<file path="config.mk">
export PLATFORM = sky130hd
export DESIGN_NAME = simon_sequence_player
export DESIGN_NICKNAME = d
export VERILOG_FILES = /design/src/rtl/simon_pkg.sv /design/src/rtl/simon_tick_timer.sv /design/src/rtl/simon_sequence_player.sv
export SDC_FILE = /design/constraint.sdc
export NUM_CORES = 1
export LEC_CHECK = 0
export BUFFER_PORTS_ARGS = -buffer_cell sky130_fd_sc_hd__buf_2
export CAP_MARGIN = 20
export CELL_PAD_IN_SITES_DETAIL_PLACEMENT = 0
export CELL_PAD_IN_SITES_GLOBAL_PLACEMENT = 2
export CORE_ASPECT_RATIO = 0.8
export CORE_MARGIN = 10
export CORE_UTILIZATION = 35
export DETAILED_ROUTE_END_ITERATION = 7
export GPL_TIMING_DRIVEN = 0
export PLACE_DENSITY_LB_ADDON = 0.25
export SYNTH_ARGS = -nofsm -noshare
export SYNTH_HDL_FRONTEND = slang
export SYNTH_SLANG_ARGS = --single-unit
</file>
<file path="constraint.sdc">
create_clock -name clock -period 2.9 [get_ports clock]
set_input_delay 0 -clock clock [delete_from_list [all_inputs] [get_ports clock]]
set_output_delay 0 -clock clock [all_outputs]
set_load 0.005 [all_outputs]
</file>
<file path="src/rtl/simon_pkg.sv">
// Shared definitions for the Simon sequence player: FSM states, colour codes and
// the colour-to-LED encoding used by both playback and button checking.
package simon_pkg;

   typedef enum logic [3:0] {
      IDLE,
      LOAD,
      LATCH,
      SHOW_ON,
      SHOW_OFF,
      WAIT_PRESS,
      WAIT_RELEASE,
      WIN,
      LOSE
   } state_t;

   typedef enum logic [1:0] {
      RED    = 2'd0,
      GREEN  = 2'd1,
      BLUE   = 2'd2,
      YELLOW = 2'd3
   } colour_t;

   localparam int LED_W   = 4;
   localparam int ROUND_W = 3;

   function automatic logic [LED_W-1:0] colour_to_onehot(input colour_t colour);
      return LED_W'(1) << colour;
   endfunction

   function automatic int max_of3(input int a, input int b, input int c);
      int m;
      m = (a > b) ? a : b;
      return (m > c) ? m : c;
   endfunction

endpackage

</file>
<file path="src/rtl/simon_tick_timer.sv">
// Phase timer shared by the show, gap and press-timeout phases: loaded with N-1
// on phase entry, it reports expiry on the cycle it reads zero.
module simon_tick_timer #(
   parameter int WIDTH = 8
) (
   input  logic             clock,
   input  logic             reset,
   input  logic             load,
   input  logic [WIDTH-1:0] value,
   output logic             expired
);

   logic [WIDTH-1:0] count;

   // NOTE: non-blocking assignments for clocked state so every register samples pre-edge values.
   always_ff @(posedge clock or posedge reset) begin
      if (reset) begin
         count <= '0;
      end else if (load) begin
         count <= value;
      end else if (count != '0) begin
         count <= count - WIDTH'(1);
      end
   end

   // Independent of load, otherwise expiry -> next state -> load would form a loop.
   assign expired = (count == '0);

endmodule

</file>
<file path="src/rtl/simon_sequence_player.sv">
// Plays Simon rounds from a generator word: shows a growing colour sequence on
// the LEDs, judges the player's presses and reports win or lose.
module simon_sequence_player
   import simon_pkg::*;
#(
   parameter int STEPS         = 4,
   parameter int SHOW_TICKS    = 25_000_000,
   parameter int GAP_TICKS     = 12_500_000,
   parameter int TIMEOUT_TICKS = 250_000_000
) (
   input  logic                 clock,
   input  logic                 reset,
   input  logic                 start,
   input  logic [2*STEPS-1:0]   bit_gen_sequence,
   output logic                 seq_enable,
   input  logic [LED_W-1:0]     buttons,
   output logic [LED_W-1:0]     leds,
   output logic [ROUND_W-1:0]   round,
   output logic                 win,
   output logic                 lose
);

   localparam int IDX_W   = (STEPS > 1) ? $clog2(STEPS) : 1;
   localparam int TIMER_W = $clog2(max_of3(SHOW_TICKS, GAP_TICKS, TIMEOUT_TICKS) + 1);

   state_t               state, state_nxt;
   logic                 start_q, start_edge;
   logic [2*STEPS-1:0]   seq_reg, seq_nxt;
   logic [IDX_W-1:0]     idx, idx_nxt;
   logic [ROUND_W-1:0]   round_nxt;
   logic                 idx_last, press_ok;
   logic [LED_W-1:0]     leds_nxt;
   logic                 win_nxt, lose_nxt, seq_enable_nxt;
   logic                 timer_load, timer_expired;
   logic [TIMER_W-1:0]   timer_value;

   assign start_edge = start & ~start_q;
   assign idx_last   = (ROUND_W'(idx) + ROUND_W'(1)) == round;
   assign press_ok   = buttons == colour_to_onehot(colour_t'(seq_reg[{idx, 1'b0} +: 2]));

   simon_tick_timer #(
      .WIDTH(TIMER_W)
   ) u_timer (
      .clock   (clock),
      .reset   (reset),
      .load    (timer_load),
      .value   (timer_value),
      .expired (timer_expired)
   );

   // Outputs are registered from the next-state decode, so they line up with state.
   always_ff @(posedge clock or posedge reset) begin
      if (reset) begin
         state      <= IDLE;
         start_q    <= 1'b0;
         seq_reg    <= '0;
         idx        <= '0;
         round      <= '0;
         leds       <= '0;
         win        <= 1'b0;
         lose       <= 1'b0;
         seq_enable <= 1'b0;
      end else begin
         state      <= state_nxt;
         start_q    <= start;
         seq_reg    <= seq_nxt;
         idx        <= idx_nxt;
         round      <= round_nxt;
         leds       <= leds_nxt;
         win        <= win_nxt;
         lose       <= lose_nxt;
         seq_enable <= seq_enable_nxt;
      end
   end

   // NOTE: every signal gets a default first so no path through the case infers a latch.
   always_comb begin
      state_nxt = state;
      seq_nxt   = seq_reg;
      idx_nxt   = idx;
      round_nxt = round;
      case (state)
         IDLE: ;
         LOAD: state_nxt = LATCH;
         LATCH: begin
            seq_nxt   = bit_gen_sequence;
            round_nxt = ROUND_W'(1);
            idx_nxt   = '0;
            state_nxt = SHOW_ON;
         end
         SHOW_ON: begin
            if (timer_expired) state_nxt = SHOW_OFF;
         end
         SHOW_OFF: begin
            if (timer_expired) begin
               if (idx_last) begin
                  idx_nxt   = '0;
                  state_nxt = WAIT_PRESS;
               end else begin
                  idx_nxt   = idx + IDX_W'(1);
                  state_nxt = SHOW_ON;
               end
            end
         end
         WAIT_PRESS: begin
            if (press_ok)                state_nxt = WAIT_RELEASE;
            else if (buttons != '0)      state_nxt = LOSE;
            else if (timer_expired)      state_nxt = LOSE;
         end
         WAIT_RELEASE: begin
            if (buttons == '0) begin
               if (!idx_last) begin
                  idx_nxt   = idx + IDX_W'(1);
                  state_nxt = WAIT_PRESS;
               end else if (round == ROUND_W'(STEPS)) begin
                  state_nxt = WIN;
               end else begin
                  round_nxt = round + ROUND_W'(1);
                  idx_nxt   = '0;
                  state_nxt = SHOW_ON;
               end
            end
         end
         WIN, LOSE: ;
         default: state_nxt = IDLE;
      endcase
      // A start edge aborts whatever is in progress.
      if (start_edge) begin
         state_nxt = LOAD;
         round_nxt = '0;
         idx_nxt   = '0;
      end
   end

   always_comb begin
      leds_nxt       = '0;
      win_nxt        = 1'b0;
      lose_nxt       = 1'b0;
      seq_enable_nxt = 1'b0;
      timer_load     = (state_nxt != state);
      timer_value    = '0;
      case (state_nxt)
         LOAD: seq_enable_nxt = 1'b1;
         SHOW_ON: begin
            leds_nxt    = colour_to_onehot(colour_t'(seq_nxt[{idx_nxt, 1'b0} +: 2]));
            timer_value = TIMER_W'(SHOW_TICKS - 1);
         end
         SHOW_OFF:     timer_value = TIMER_W'(GAP_TICKS - 1);
         WAIT_PRESS:   timer_value = TIMER_W'(TIMEOUT_TICKS - 1);
         WAIT_RELEASE: leds_nxt    = buttons;
         WIN: begin
            win_nxt  = 1'b1;
            leds_nxt = '1;
         end
         LOSE: lose_nxt = 1'b1;
         default: ;
      endcase
   end

endmodule

</file>
# Word level (Yosys, flattened, before mapping)
# Cells that the tools add are included.
[classes]
bitwise = 2
eq_ne = 22
reduce_logical = 9
add_sub_neg = 4
n_shift = 4
muxes = 31
[op_table]
columns = ["cell", "count"]
rows = [
  ["one-hot mux 28 bit (3 select lines)", 1],
  ["2-to-1 mux 28 bit", 2],
  ["== test 4 x 3 -> 1 bit (second input constant)", 8],
  ["zero test 28 bit", 1],
  ["2-to-1 mux 4 bit", 7],
  ["one-hot mux 4 bit (7 select lines)", 1],
  ["nonzero test 28 bit", 1],
  ["subtractor 28 x 1 -> 28 bit (second input constant)", 1],
  ["2-to-1 mux 3 bit", 7],
  ["indexed part select 8 x 4 -> 2 bit", 2],
  ["== test 4 x 2 -> 1 bit (second input constant)", 3],
  ["2-to-1 mux 2 bit", 6],
  ["one-hot mux 4 bit (3 select lines)", 1],
  ["!= test 3 bit (second input constant)", 3],
  ["== test 4 x 1 -> 1 bit (second input constant)", 2],
  ["== test 4 bit (second input constant)", 2],
  ["zero test 4 bit", 2],
  ["2-to-1 mux 8 bit", 1],
  ["<< shifter 1 x 2 -> 4 bit (first input constant)", 2],
  ["one-hot mux 2 bit (3 select lines)", 1],
  ["one-hot mux 3 bit (2 select lines)", 1],
  ["== test 4 bit", 1],
  ["!= test 4 bit", 1],
  ["AND reduction 4 bit", 1],
  ["other kinds (12)", 14],
]
[word_totals]
output_inout_bits = 10
reg_bits = 53

# Logic depth before layout (Yosys ltp)
# Gate-level depths: netlist of run 1.
[depth]
word_depth = 9
depth_mapped = 12
depth_no_buf = 11

# By module
# Synthesis of run 1 repeated with hierarchy kept, for this count alone.
[hier_totals]
hier_cells = 375
hier_area_um2 = 3490.8
[by_module_without_submodules]
columns = ["mod", "area_each_um2", "instances", "seq_area_each_um2", "cells_per_inst"]
rows = [
  ["simon_sequence_player", 1766.7, 1, 625.6, 196],
  ["simon_tick_timer", 1724.2, 1, 700.7, 179],
]

# Worst setup path before layout of run 1
# OpenSTA, ideal clock, no wires.
[synth_path]
path_kind = "register to register"
start = "reg u_timer.count[0]"
end = "reg leds[0]"
path_buffers = 1
t_arrival_ps = 2679
setup_slack_ps = 95
path_stages_with_launch = 12
synth_period_minus_slack_ps = 2805
cell_sequence = "dfrtp_1 -> inv_1 -> ha_1 -> nor3b_1 -> and3_1 -> buf_2 -> nand3_2 -> o21a_1 -> nor4_4 -> nand4b_4 -> nor3_2 -> a221o_1"
[synth_between]
elab_chain_cells = 8
[synth_lines]
columns = ["item", "line", "rtl"]
rows = [
  ["from (decl)", "simon_tick_timer.sv:13", "logic [WIDTH-1:0] count;"],
  ["from (signal assigned)", "simon_tick_timer.sv:20", "count <= value;"],
  ["from (signal assigned)", "simon_tick_timer.sv:22", "count <= count - WIDTH'(1);"],
  ["zero test 28 bit *", "simon_tick_timer.sv:27", "assign expired = (count == '0);"],
  ["2-to-1 mux 4 bit", "simon_sequence_player.sv:108", "else if (timer_expired) state_nxt = LOSE;"],
  ["2-to-1 mux 4 bit", "simon_sequence_player.sv:107", "else if (buttons != '0) state_nxt = LOSE;"],
  ["2-to-1 mux 4 bit", "simon_sequence_player.sv:106", "if (press_ok) state_nxt = WAIT_RELEASE;"],
  ["one-hot mux 4 bit (7 select lines)", "simon_sequence_player.sv:82", "case (state)"],
  ["2-to-1 mux 4 bit", "simon_sequence_player.sv:128", "if (start_edge) begin"],
  ["== test 4 x 3 -> 1 bit / == test 4 x 2 -> 1 bit (equally long branches)", "simon_sequence_player.sv:142", "case (state_nxt)"],
  ["one-hot mux 4 bit (3 select lines) *", "simon_sequence_player.sv:142", ""],
  ["named net leds_nxt[0]", "simon_sequence_player.sv:32", "logic [LED_W-1:0] leds_nxt;"],
  ["to (signal assigned)", "simon_sequence_player.sv:69", "leds <= leds_nxt;"],
  ["to (decl)", "simon_sequence_player.sv:17", "output logic [LED_W-1:0] leds,"],
]
# Mark *: on every way through the listed nets, which the timed path passes. The rest lies on a longest branch.
# A chain may end at the register's enable or synchronous reset.

# Worst setup path after layout of run 1
[layout_path]
start = "reg seq_reg[0]"
end = "reg leds[2]"
[layout_between]
elab_chain_cells = 8
[layout_lines]
columns = ["item", "line", "rtl"]
rows = [
  ["from (decl)", "simon_sequence_player.sv:28", "logic [2*STEPS-1:0] seq_reg, seq_nxt;"],
  ["from (signal assigned)", "simon_sequence_player.sv:66", "seq_reg <= seq_nxt;"],
  ["indexed part select 8 x 4 -> 2 bit *", "simon_sequence_player.sv:39", "assign press_ok = buttons == colour_to_onehot(colour_t'(seq_reg[{idx, 1'b0} +: 2]));"],
  ["<< shifter 1 x 2 -> 4 bit *", "simon_pkg.sv:28", "return LED_W'(1) << colour;"],
  ["== test 4 bit *", "simon_sequence_player.sv:39", ""],
  ["2-to-1 mux 4 bit *", "simon_sequence_player.sv:106", ""],
  ["one-hot mux 4 bit (7 select lines) *", "simon_sequence_player.sv:82", ""],
  ["2-to-1 mux 4 bit *", "simon_sequence_player.sv:128", ""],
  ["named net state_nxt[2]", "simon_sequence_player.sv:26", "state_t state, state_nxt;"],
  ["== test 4 x 3 -> 1 bit / == test 4 x 2 -> 1 bit (equally long branches)", "simon_sequence_player.sv:142", ""],
  ["one-hot mux 4 bit (3 select lines) *", "simon_sequence_player.sv:142", ""],
  ["named net leds_nxt[2]", "simon_sequence_player.sv:32", ""],
]
# Marked as above.

==> run metrics, run 1 <==
sequential area share after synthesis=0.398; final core utilization=0.475; sequential share of power=0.441; Max Slew Vio Count=0; Hold WC Path Type=in -> reg; Synth cell types=65; Yosys warnings=0; critical path endpoint category=flip-flop; P_sw=761 uW; CTS Sinks=53; top cells by area, synth=dfrtp_1, xnor2_1, nor2_1, o21ai_0, mux4_2; Root Buffer=clkbuf_16; wire per inst=17.1 um; Pleak=1.80 nW; Final Non-Filler Cells=533; maximum vdd drop=0.270 mV; Worst EP required=3.10 ns; length of routed met2 wiring=3.86 mm; Placeable Area=0.00915 mm^2; storage element area=0.00133 mm^2; most common cell after layout, fill and taps aside=dfrtp_1; highest metal used=met4; r2r worst-path depth=10; # DRC=0; number of synthesized flops with an enable pin=0; initial core utilization=0.364; multi-input logic area=0.00216 mm^2; port bufs=24; first-pass GRT wire length=15.5 mm; Vias=2897; Worst Path Max Fanout=4; Iteration-0 DRC Markers=172; post-synthesis instance total=346; clock tree from TritonCTS=yes; later-pin clock latency in the skew report=0.30 ns; Crit Path Class=reg -> reg; final setup fails=1; worst path arrival time=3.11 ns; layout cells sized above 1=0.309; Startpoint Class=flip-flop; clk buf depth=2; Final Hold Fails=0; Power per Cell Area=529 mW/mm^2; ys flop type=dfrtp_1; DRT met1 WL=4.80 mm; Final period util=1.00; max reg flops=28; clock share of power=0.271; switching share of power=0.330; internal power=1.54 mW; crit-path cells=nor2b_1 > mux4_2 > a22o_1 > o311a_4 > o31ai_4 > inv_2 > nor4b_4 > buf_4 > nand3b_1 > o211ai_1; ys async rst share=1.00; Crit path depth=10; diodes inserted=0; Max Clk Rate=344 MHz; status=finished with violations; largest net degree at the start of global routing=33; total CTS buffers=5; Clock Pin Slew Worst Setup and Hold Paths=0.07 ns; Total GRT Usage=0.137; Cell Rows=31; unrepaired setup endpoints after global routing=yes; GR Overflow Total=0; Vert. Die Dim=107 um; routability cong.=0.824; CP max stage cell=mux4_2; H-tree depth=2; DRT Pass-1 Iters=5; MaxCap Viol Count=0; Comb power frac=0.289; vias in the first global route=2909; Via density=5.44; Setup TNS=-0.0101 ns; antenna violations before repair=0; dpl hpwl=6.43 mm; Final Worst Setup Slack=-0.0101 ns; worst hold path depth=3; metal3 WL=375 um; Synth Register Bits=53; most frequent cells in the layout=dfrtp_1, nor2_1, buf_4; Slew @ Worst Pin=0.743 ns; Largest delay share family, worst path=compound AO/OA/AOI/OAI gates; count of buffer and inverter cells on the critical path=2; Avg Cell Area, Syn=9.63 um^2; cell accounting for the most synthesized area=dfrtp_1; Synth top area share=0.398; Syn Nets=365; Nets=436; CP max stage delay=0.44 ns; failing checks=setup timing; I/O pin cnt=25; Routed WL=9.10 mm; Syn Std Cell Area=0.00333 mm^2; Placed Cells=486; full die area=0.0139 mm^2; Final min period=2.91 ns; Setup Skew=0.0101 ns; Slew headroom=0.500; Hold WS=0.144 ns; die width=129 um; filler cell count=878; Layout area overhead=30.5%; Post-DRT Antenna Nets=0
-- path summary, 6_finish.rpt --
check                                     start                            end  slack [ns]
setup / recovery           seq_reg[0]$_DFF_PP0_              leds[2]$_DFF_PP0_       -0.01
hold / removal                       buttons[3]              leds[3]$_DFF_PP0_        0.14
setup reg to reg           seq_reg[0]$_DFF_PP0_              leds[2]$_DFF_PP0_       -0.01
hold reg to reg            seq_reg[5]$_DFF_PP0_           seq_reg[5]$_DFF_PP0_        0.58
max in group asynchronous                 reset              leds[2]$_DFF_PP0_        2.07
min in group asynchronous                 reset  u_timer.count[19]$_DFFE_PP0P_        0.28
-- Yosys cell counts (2+ instances only) --
cell / count
nor4_2: 2
o21a_1: 10
dfrtp_1: 53
o21ai_0: 22
nand3b_1: 7
mux4_2: 4
nor4_1: 9
nor4b_1: 3
nor2_1: 34
or3b_2: 2
nand2b_1: 3
or3_1: 6
xnor2_1: 15
a311oi_1: 2
or4_1: 5
nand3_1: 7
mux2i_1: 8
o211ai_1: 4
a31o_2: 2
nor3_1: 13
clkbuf_1: 6
a21oi_1: 17
mux2_2: 6
and2_1: 2
a221o_1: 2
xor2_1: 7
a31oi_1: 3
and3_1: 4
or2_2: 2
o31ai_1: 2
inv_1: 14
nor2b_1: 7
nand2_1: 23
nor3b_1: 5
buf_2: 2
ha_1: 4
-- worst reg2reg max path, cell delays in order (launching register included) --
cell	delay, ns
dfrtp_1	0.42
nor2b_1	0.15
mux4_2	0.44
a22o_1	0.25
o311a_4	0.39
o31ai_4	0.30
inv_2	0.09
nor4b_4	0.30
buf_4	0.17
nand3b_1	0.11
o211ai_1	0.21
-- power groups by stage --
stage	sequential, mW	clock [mW]	combinational [mW]
2_1_floorplan	0.974	0	0.400
3_3_place_gp	1.00	0	0.517
3_5_place_dp	1.00	0	0.523
4_1_cts	1.01	0.648	0.613
5_1_grt	1.04	0.681	0.744
6_report	1.01	0.623	0.665
-- stage by stage --
step | power, mW | instance area [um^2] | worst slack (ns)
3_5_place_dp | 1.53 | 3620 | -0.572
6_report | 2.30 | 4350 | -0.0101
2_1_floorplan | 1.37 | 3330 | 0.0948
3_3_place_gp | 1.52 | 3600 | -0.615
4_1_cts | 2.27 | 4170 | 0.00464
5_1_grt | 2.46 | 4350 | -0.124
-- logic make-up after synthesis --
kind of cell | synth area share
simple gates | 0.260
compound gates | 0.167
flops | 0.398
buf+inv | 0.0312
xor+xnor | 0.0578
mux | 0.0713
fa+ha+maj | 0.0150
-- timing repair --
action / in CTS / in global routing
hold endpoints to repair: 30 / 0
setup buffers: 19 / 10
cloned: 0 / 0
gates resized for setup: 29 / 22
pin swaps: 13 / 12
setup endpoints to repair: 33 / 31
hold buffers: 10 / 0
-- final cells by class --
class,instances,area share
clock inverters,2,0.00316
flip-flops and latches,53,0.305
plain buffers,9,0.0118
clock buffers,6,0.0319
repair buffers,64,0.105
multi-input cells,268,0.496
inverters,16,0.0138
well taps,115,0.0331
-- layer usage --
metal / vias to the layer above / track usage
li1: 1420 / -
met1: 1417 / 0.203
met2: 52 / 0.196
met3: 8 / 0.0315
met4: 0 / 0.0243
met5: - / 0
Note: power is estimated with default switching activity, not from simulation.
==> run 2, diff against run 1 <==
--- a/config.mk
+++ b/config.mk
@@ -6,7 +6,6 @@
 export NUM_CORES = 1
 export LEC_CHECK = 0
 export BUFFER_PORTS_ARGS = -buffer_cell sky130_fd_sc_hd__buf_2
-export CAP_MARGIN = 20
 export CELL_PAD_IN_SITES_DETAIL_PLACEMENT = 0
 export CELL_PAD_IN_SITES_GLOBAL_PLACEMENT = 2
 export CORE_ASPECT_RATIO = 0.8
@@ -15,6 +14,8 @@
 export DETAILED_ROUTE_END_ITERATION = 7
 export GPL_TIMING_DRIVEN = 0
 export PLACE_DENSITY_LB_ADDON = 0.25
+export REMOVE_ABC_BUFFERS = 1
+export SETUP_SLACK_MARGIN = 0.02
 export SYNTH_ARGS = -nofsm -noshare
 export SYNTH_HDL_FRONTEND = slang
 export SYNTH_SLANG_ARGS = --single-unit
==> run 2 against run 1 <==
The flow now finishes without violations; register-to-register slack improved by 0.06 ns; via count down 2.6%; first-iteration DRC count is 1.2% higher; design area decreased by 2.7%; global-route usage decreased by 0.30 points; final cell count down 3.4%; die area unchanged; worst hold slack got worse by 0.0074 ns; core utilization down 1.3 points; power shrank 1.1%; critical path depth did not move; critical endpoint is now leds[3]$_DFF_PP0_; largest power group unchanged.
==> run metrics, run 2 (synthesis results as in run 1) <==
status=complete, no violations; Worst Path Max Fanout=6 (+2); Pleak=1.71 nW (-5.1%); most frequent cells in the layout=dfrtp_1, nor2_1, buf_2; DRT Pass-1 Iters=5 (unchanged); Hold WC Path Type=in -> reg; Final Hold Fails=0 (unchanged); dpl hpwl=6.19 mm (-3.8%); clock tree from TritonCTS=yes; Setup TNS=0 ns (+0.0101 ns); Cell Rows=31 (unchanged); CP max stage cell=or4_4; Final Non-Filler Cells=515 (-3.4%); Total GRT Usage=0.134 (-0.00300); Nets=418 (-4.1%); Slew headroom=0.570 (+0.0698); final core utilization=0.462 (-0.0127); multi-input logic area=0.00215 mm^2 (-0.35%); Root Buffer=clkbuf_16; Largest delay share family, worst path=simple AND/OR/NAND/NOR gates; die width=129 um (unchanged); count of buffer and inverter cells on the critical path=2 (unchanged); CP max stage delay=0.58 ns (+0.14 ns); wire per inst=17.5 um (+2.4%); later-pin clock latency in the skew report=0.30 ns (about the same); Final period util=0.984 (-0.0193); unrepaired setup endpoints after global routing=yes; Post-DRT Antenna Nets=0 (unchanged); critical path endpoint category=flip-flop; maximum vdd drop=0.288 mV (+6.7%); final setup fails=0 (-1); worst path arrival time=3.07 ns (-0.04 ns); Final min period=2.85 ns (-0.0560 ns); Clock Pin Slew Worst Setup and Hold Paths=0.08 ns (about the same); Layout area overhead=27.0%; diodes inserted=0 (unchanged); Iteration-0 DRC Markers=174 (+1.2%); Vert. Die Dim=107 um (unchanged); full die area=0.0139 mm^2 (unchanged); Crit Path Class=reg -> reg; most common cell after layout, fill and taps aside=dfrtp_1; Worst EP required=3.11 ns (about the same); final instance area=0.00423 mm^2 (-2.7%); clk buf depth=2 (unchanged); vias in the first global route=2817 (-3.2%); I/O pin cnt=25 (unchanged); crit-path cells=or4_4 > nor3b_4 > nand3_4 > a31o_2 > o31ai_4 > inv_2 > nor4b_4 > buf_4 > nand3b_1 > o211ai_1; Max Slew Vio Count=0 (unchanged); H-tree depth=2 (unchanged); # DRC=0 (unchanged); first-pass GRT wire length=15.0 mm (-3.3%); MaxCap Viol Count=0 (unchanged); Slew @ Worst Pin=0.640 ns (-0.104 ns); largest net degree at the start of global routing=33 (unchanged); layout cells sized above 1=0.305 (-0.00361); antenna violations before repair=0 (unchanged); Hold WS=0.136 ns (-0.00737 ns); Max Clk Rate=350 MHz (+2.0%); Routed WL=9.01 mm (-1.0%); total CTS buffers=5 (unchanged); dpl ws=-1.32 ns (-0.749 ns); Pwr Total=2.28 mW (-1.1%); Final Worst Setup Slack=0.0459 ns (+0.0560 ns); max reg flops=28 (unchanged); Power per Cell Area=538 mW/mm^2 (+1.6%); Vias=2822 (-2.6%); initial core utilization=0.364 (unchanged); routability cong.=0.801 (-2.8%); Setup Skew=0.00653 ns (-0.00356 ns); storage element area=0.00133 mm^2 (+0.19%); Placeable Area=0.00915 mm^2 (unchanged); Placed Cells=477 (-1.9%); GR Overflow Total=0 (unchanged); CTS Sinks=53 (unchanged); port bufs=24 (unchanged); Startpoint Class=flip-flop; post-place instance area=0.00358 mm^2 (-1.1%); Via density=5.48 (+0.82%); filler cell count=875 (-0.34%)
## run 2: worst paths after layout
check,to,from,slack [ns],cells past startpoint
min,leds[2]$_DFF_PP0_,buttons[2],0.14,3
max,leds[3]$_DFF_PP0_,u_timer.count[13]$_DFFE_PP0P_,0.05,10
max reg2reg,leds[3]$_DFF_PP0_,u_timer.count[13]$_DFFE_PP0P_,0.05,10
max in group asynchronous,idx[0]$_DFF_PP0_,reset,2.05,4
min in group asynchronous,u_timer.count[17]$_DFFE_PP0P_,reset,0.27,3
min reg2reg,seq_reg[7]$_DFF_PP0_,seq_reg[7]$_DFF_PP0_,0.58,1
## run 2: worst min-delay path, delay by kind of cell
kind            cells  cell delay (ns)
buf+inv             1             0.16
compound gates      2             0.23
## run 2: layout make-up
type / instances / area share
sequential: 53 / 0.314
clock inverter: 2 / 0.00325
multi-input combinational: 268 / 0.508
inverter: 16 / 0.0142
timing repair buffer: 55 / 0.0940
tap: 115 / 0.0340
clock buffer: 6 / 0.0328
## run 2: timing repair
item	CTS	global route
gates resized for setup	25	25
setup buffers	14	6
hold buffers	10	0
endpoints found under the setup margin	35	30
pin swaps	9	12
hold endpoints to repair	30	0
## run 2: per-layer routing
layer / part of all wire / wire [um] / GRT usage / vias up
met5: 0 / 0 / 0 / -
li1: - / - / - / 1385
met1: 0.53 / 4790 / 0.203 / 1378
met2: 0.42 / 3820 / 0.187 / 52
met4: 0.0078 / 70 / 0.0292 / 0
met3: 0.036 / 325 / 0.0276 / 7
## run 2: power breakdown
group | internal, mW | switching, mW
clock network | 0.345 | 0.292
registers | 0.861 | 0.163
logic | 0.304 | 0.310
==> run 3, diff against run 2 <==
--- a/config.mk
+++ b/config.mk
@@ -6,7 +6,7 @@
 export NUM_CORES = 1
 export LEC_CHECK = 0
 export BUFFER_PORTS_ARGS = -buffer_cell sky130_fd_sc_hd__buf_2
-export CELL_PAD_IN_SITES_DETAIL_PLACEMENT = 0
+export CELL_PAD_IN_SITES_DETAIL_PLACEMENT = 1
 export CELL_PAD_IN_SITES_GLOBAL_PLACEMENT = 2
 export CORE_ASPECT_RATIO = 0.8
 export CORE_MARGIN = 10
==> run 3 against run 2 <==
The run now ends with setup timing left; critical endpoint is now leds[2]$_DFF_PP0_; worst hold slack improved by 0.011 ns; critical path type unchanged; critical path depth unchanged; final cell count is 3.1% higher; power rose by 4.8%; clock power grew 9.4%; core utilization up 1.9 points; largest cell class unchanged; design area is 4.1% higher; die area unchanged.
==> run metrics, run 3 (synthesis results as in run 1) <==
Final Non-Filler Cells=531 (+3.1%); status=finished with violations; # DRC=0 (unchanged); critical path endpoint category=flip-flop; failing checks=setup timing; CTS Sinks=53 (unchanged); clk buf depth=2 (unchanged); DRT Pass-1 Iters=4 (-1); initial core utilization=0.364 (unchanged); Vert. Die Dim=107 um (unchanged); dpl ws=-1.47 ns (-0.150 ns); worst path arrival time=3.11 ns (+0.04 ns); Max Slew Vio Count=0 (unchanged); Slew @ Worst Pin=0.630 ns (-0.00989 ns); Hold WS=0.147 ns (+0.0105 ns); routability cong.=0.801 (unchanged); wire per inst=18.5 um (+5.7%); final core utilization=0.482 (+0.0191); max reg flops=28 (unchanged); port bufs=24 (unchanged); MaxCap Viol Count=0 (unchanged); Post-DRT Antenna Nets=0 (unchanged); final setup fails=1 (+1); Placed Cells=477 (unchanged); Pleak=1.79 nW (+4.8%); CP max stage delay=0.57 ns (about the same); Via density=5.46 (-0.33%); total CTS buffers=5 (unchanged); antenna violations before repair=0 (unchanged); Total GRT Usage=0.145 (+0.0113); CP max stage cell=or4_4; Layout area overhead=32.2%; Crit Path Class=reg -> reg; Final min period=2.91 ns (+0.0560 ns); Cell Rows=31 (unchanged); Slew headroom=0.577 (+0.00665); Hold WC Path Type=in -> reg; Largest delay share family, worst path=simple AND/OR/NAND/NOR gates; Final period util=1.00 (+0.0193); Final Hold Fails=0 (unchanged); post-place instance area=0.00358 mm^2 (unchanged); Vias=2900 (+2.8%); later-pin clock latency in the skew report=0.29 ns (about the same); final instance area=0.00441 mm^2 (+4.1%); Worst Path Max Fanout=7 (+1); Final Worst Setup Slack=-0.0101 ns (-0.0560 ns); maximum vdd drop=0.270 mV (-6.3%); count of buffer and inverter cells on the critical path=2 (unchanged); dpl hpwl=6.75 mm (+9.1%); Nets=434 (+3.8%); largest net degree at the start of global routing=33 (unchanged); first-pass GRT wire length=16.3 mm (+9.0%); Iteration-0 DRC Markers=155 (-11%); Max Clk Rate=344 MHz (-1.9%); Routed WL=9.82 mm (+9.0%); unrepaired setup endpoints after global routing=yes; vias in the first global route=3000 (+6.5%); Startpoint Class=flip-flop; Setup Skew=0.00797 ns (+0.00144 ns); most frequent cells in the layout=dfrtp_1, nor2_1, buf_4; GR Overflow Total=0 (unchanged); Placeable Area=0.00915 mm^2 (unchanged); most common cell after layout, fill and taps aside=dfrtp_1; diodes inserted=0 (unchanged); Worst EP required=3.10 ns (about the same); Pwr Total=2.38 mW (+4.8%); I/O pin cnt=25 (unchanged); full die area=0.0139 mm^2 (unchanged); layout cells sized above 1=0.334 (+0.0291); clock tree from TritonCTS=yes; Power per Cell Area=541 mW/mm^2 (+0.62%); die width=129 um (unchanged); H-tree depth=2 (unchanged); Clock Pin Slew Worst Setup and Hold Paths=0.07 ns (about the same); Setup TNS=-0.0101 ns (-0.0101 ns); crit-path cells=or4_4 > nor3b_4 > nand3_4 > a31o_4 > o31ai_4 > inv_2 > nor4b_4 > buf_4 > nand3b_1 > o211ai_1; Root Buffer=clkbuf_16
==> run 3: repair_timing <==
action | in CTS | in global routing
endpoints found under the setup margin | 36 | 30
buffers inserted | 20 | 16
endpoints found under the hold margin | 30 | 0
resized for setup | 27 | 31
hold buffers | 10 | 0
pin swaps | 10 | 16
==> run 3: report_power, final <==
part,switching (mW),internal [mW],leakage (nW),total (mW)
Combinational,0.335,0.324,1.05,0.659
Sequential,0.167,0.861,0.661,1.03
Clock,0.288,0.409,0.0800,0.697
==> run 3: cell type report <==
| cell class | instances | area, um^2 |
|---|---|---|
| clock buffer | 5 | 125 |
| clock inverter | 3 | 46.3 |
| fill | 1023 | 4750 |
| inverter | 16 | 60.1 |
| multi-input combinational | 268 | 2170 |
| sequential | 53 | 1330 |
| tap | 115 | 144 |
| timing repair buffer | 71 | 526 |
==> run 3: per-layer routing <==
| layer | share of wire | wire length [um] | GRT usage |
|---|---|---|---|
| met5 | 0 | 0 | 0 |
| met4 | 0.0030 | 29 | 0.0194 |
| met3 | 0.028 | 274 | 0.0276 |
| met2 | 0.45 | 4370 | 0.214 |
| met1 | 0.52 | 5140 | 0.217 |
==> run 3: worst paths after layout <==
kind | startpoint | to | slack (ns) | cells past startpoint
setup / recovery | u_timer.count[13]$_DFFE_PP0P_ | leds[2]$_DFF_PP0_ | -0.01 | 10
hold / removal | buttons[3] | leds[3]$_DFF_PP0_ | 0.15 | 3
setup reg to reg | u_timer.count[13]$_DFFE_PP0P_ | leds[2]$_DFF_PP0_ | -0.01 | 10
hold reg to reg | u_timer.count[23]$_DFFE_PP0P_ | u_timer.count[23]$_DFFE_PP0P_ | 0.59 | 2
max in group asynchronous | reset | idx[0]$_DFF_PP0_ | 2.07 | 4
min in group asynchronous | reset | u_timer.count[23]$_DFFE_PP0P_ | 0.27 | 3
==> run 3: worst register-to-register path: cells and delay by family (launching register included) <==
family,cells,cell delay [ns]
AO/OA/AOI/OAI,3,0.79
buffers and inverters,2,0.25
AND/OR/NAND/NOR,5,1.36
flip-flops,1,0.43
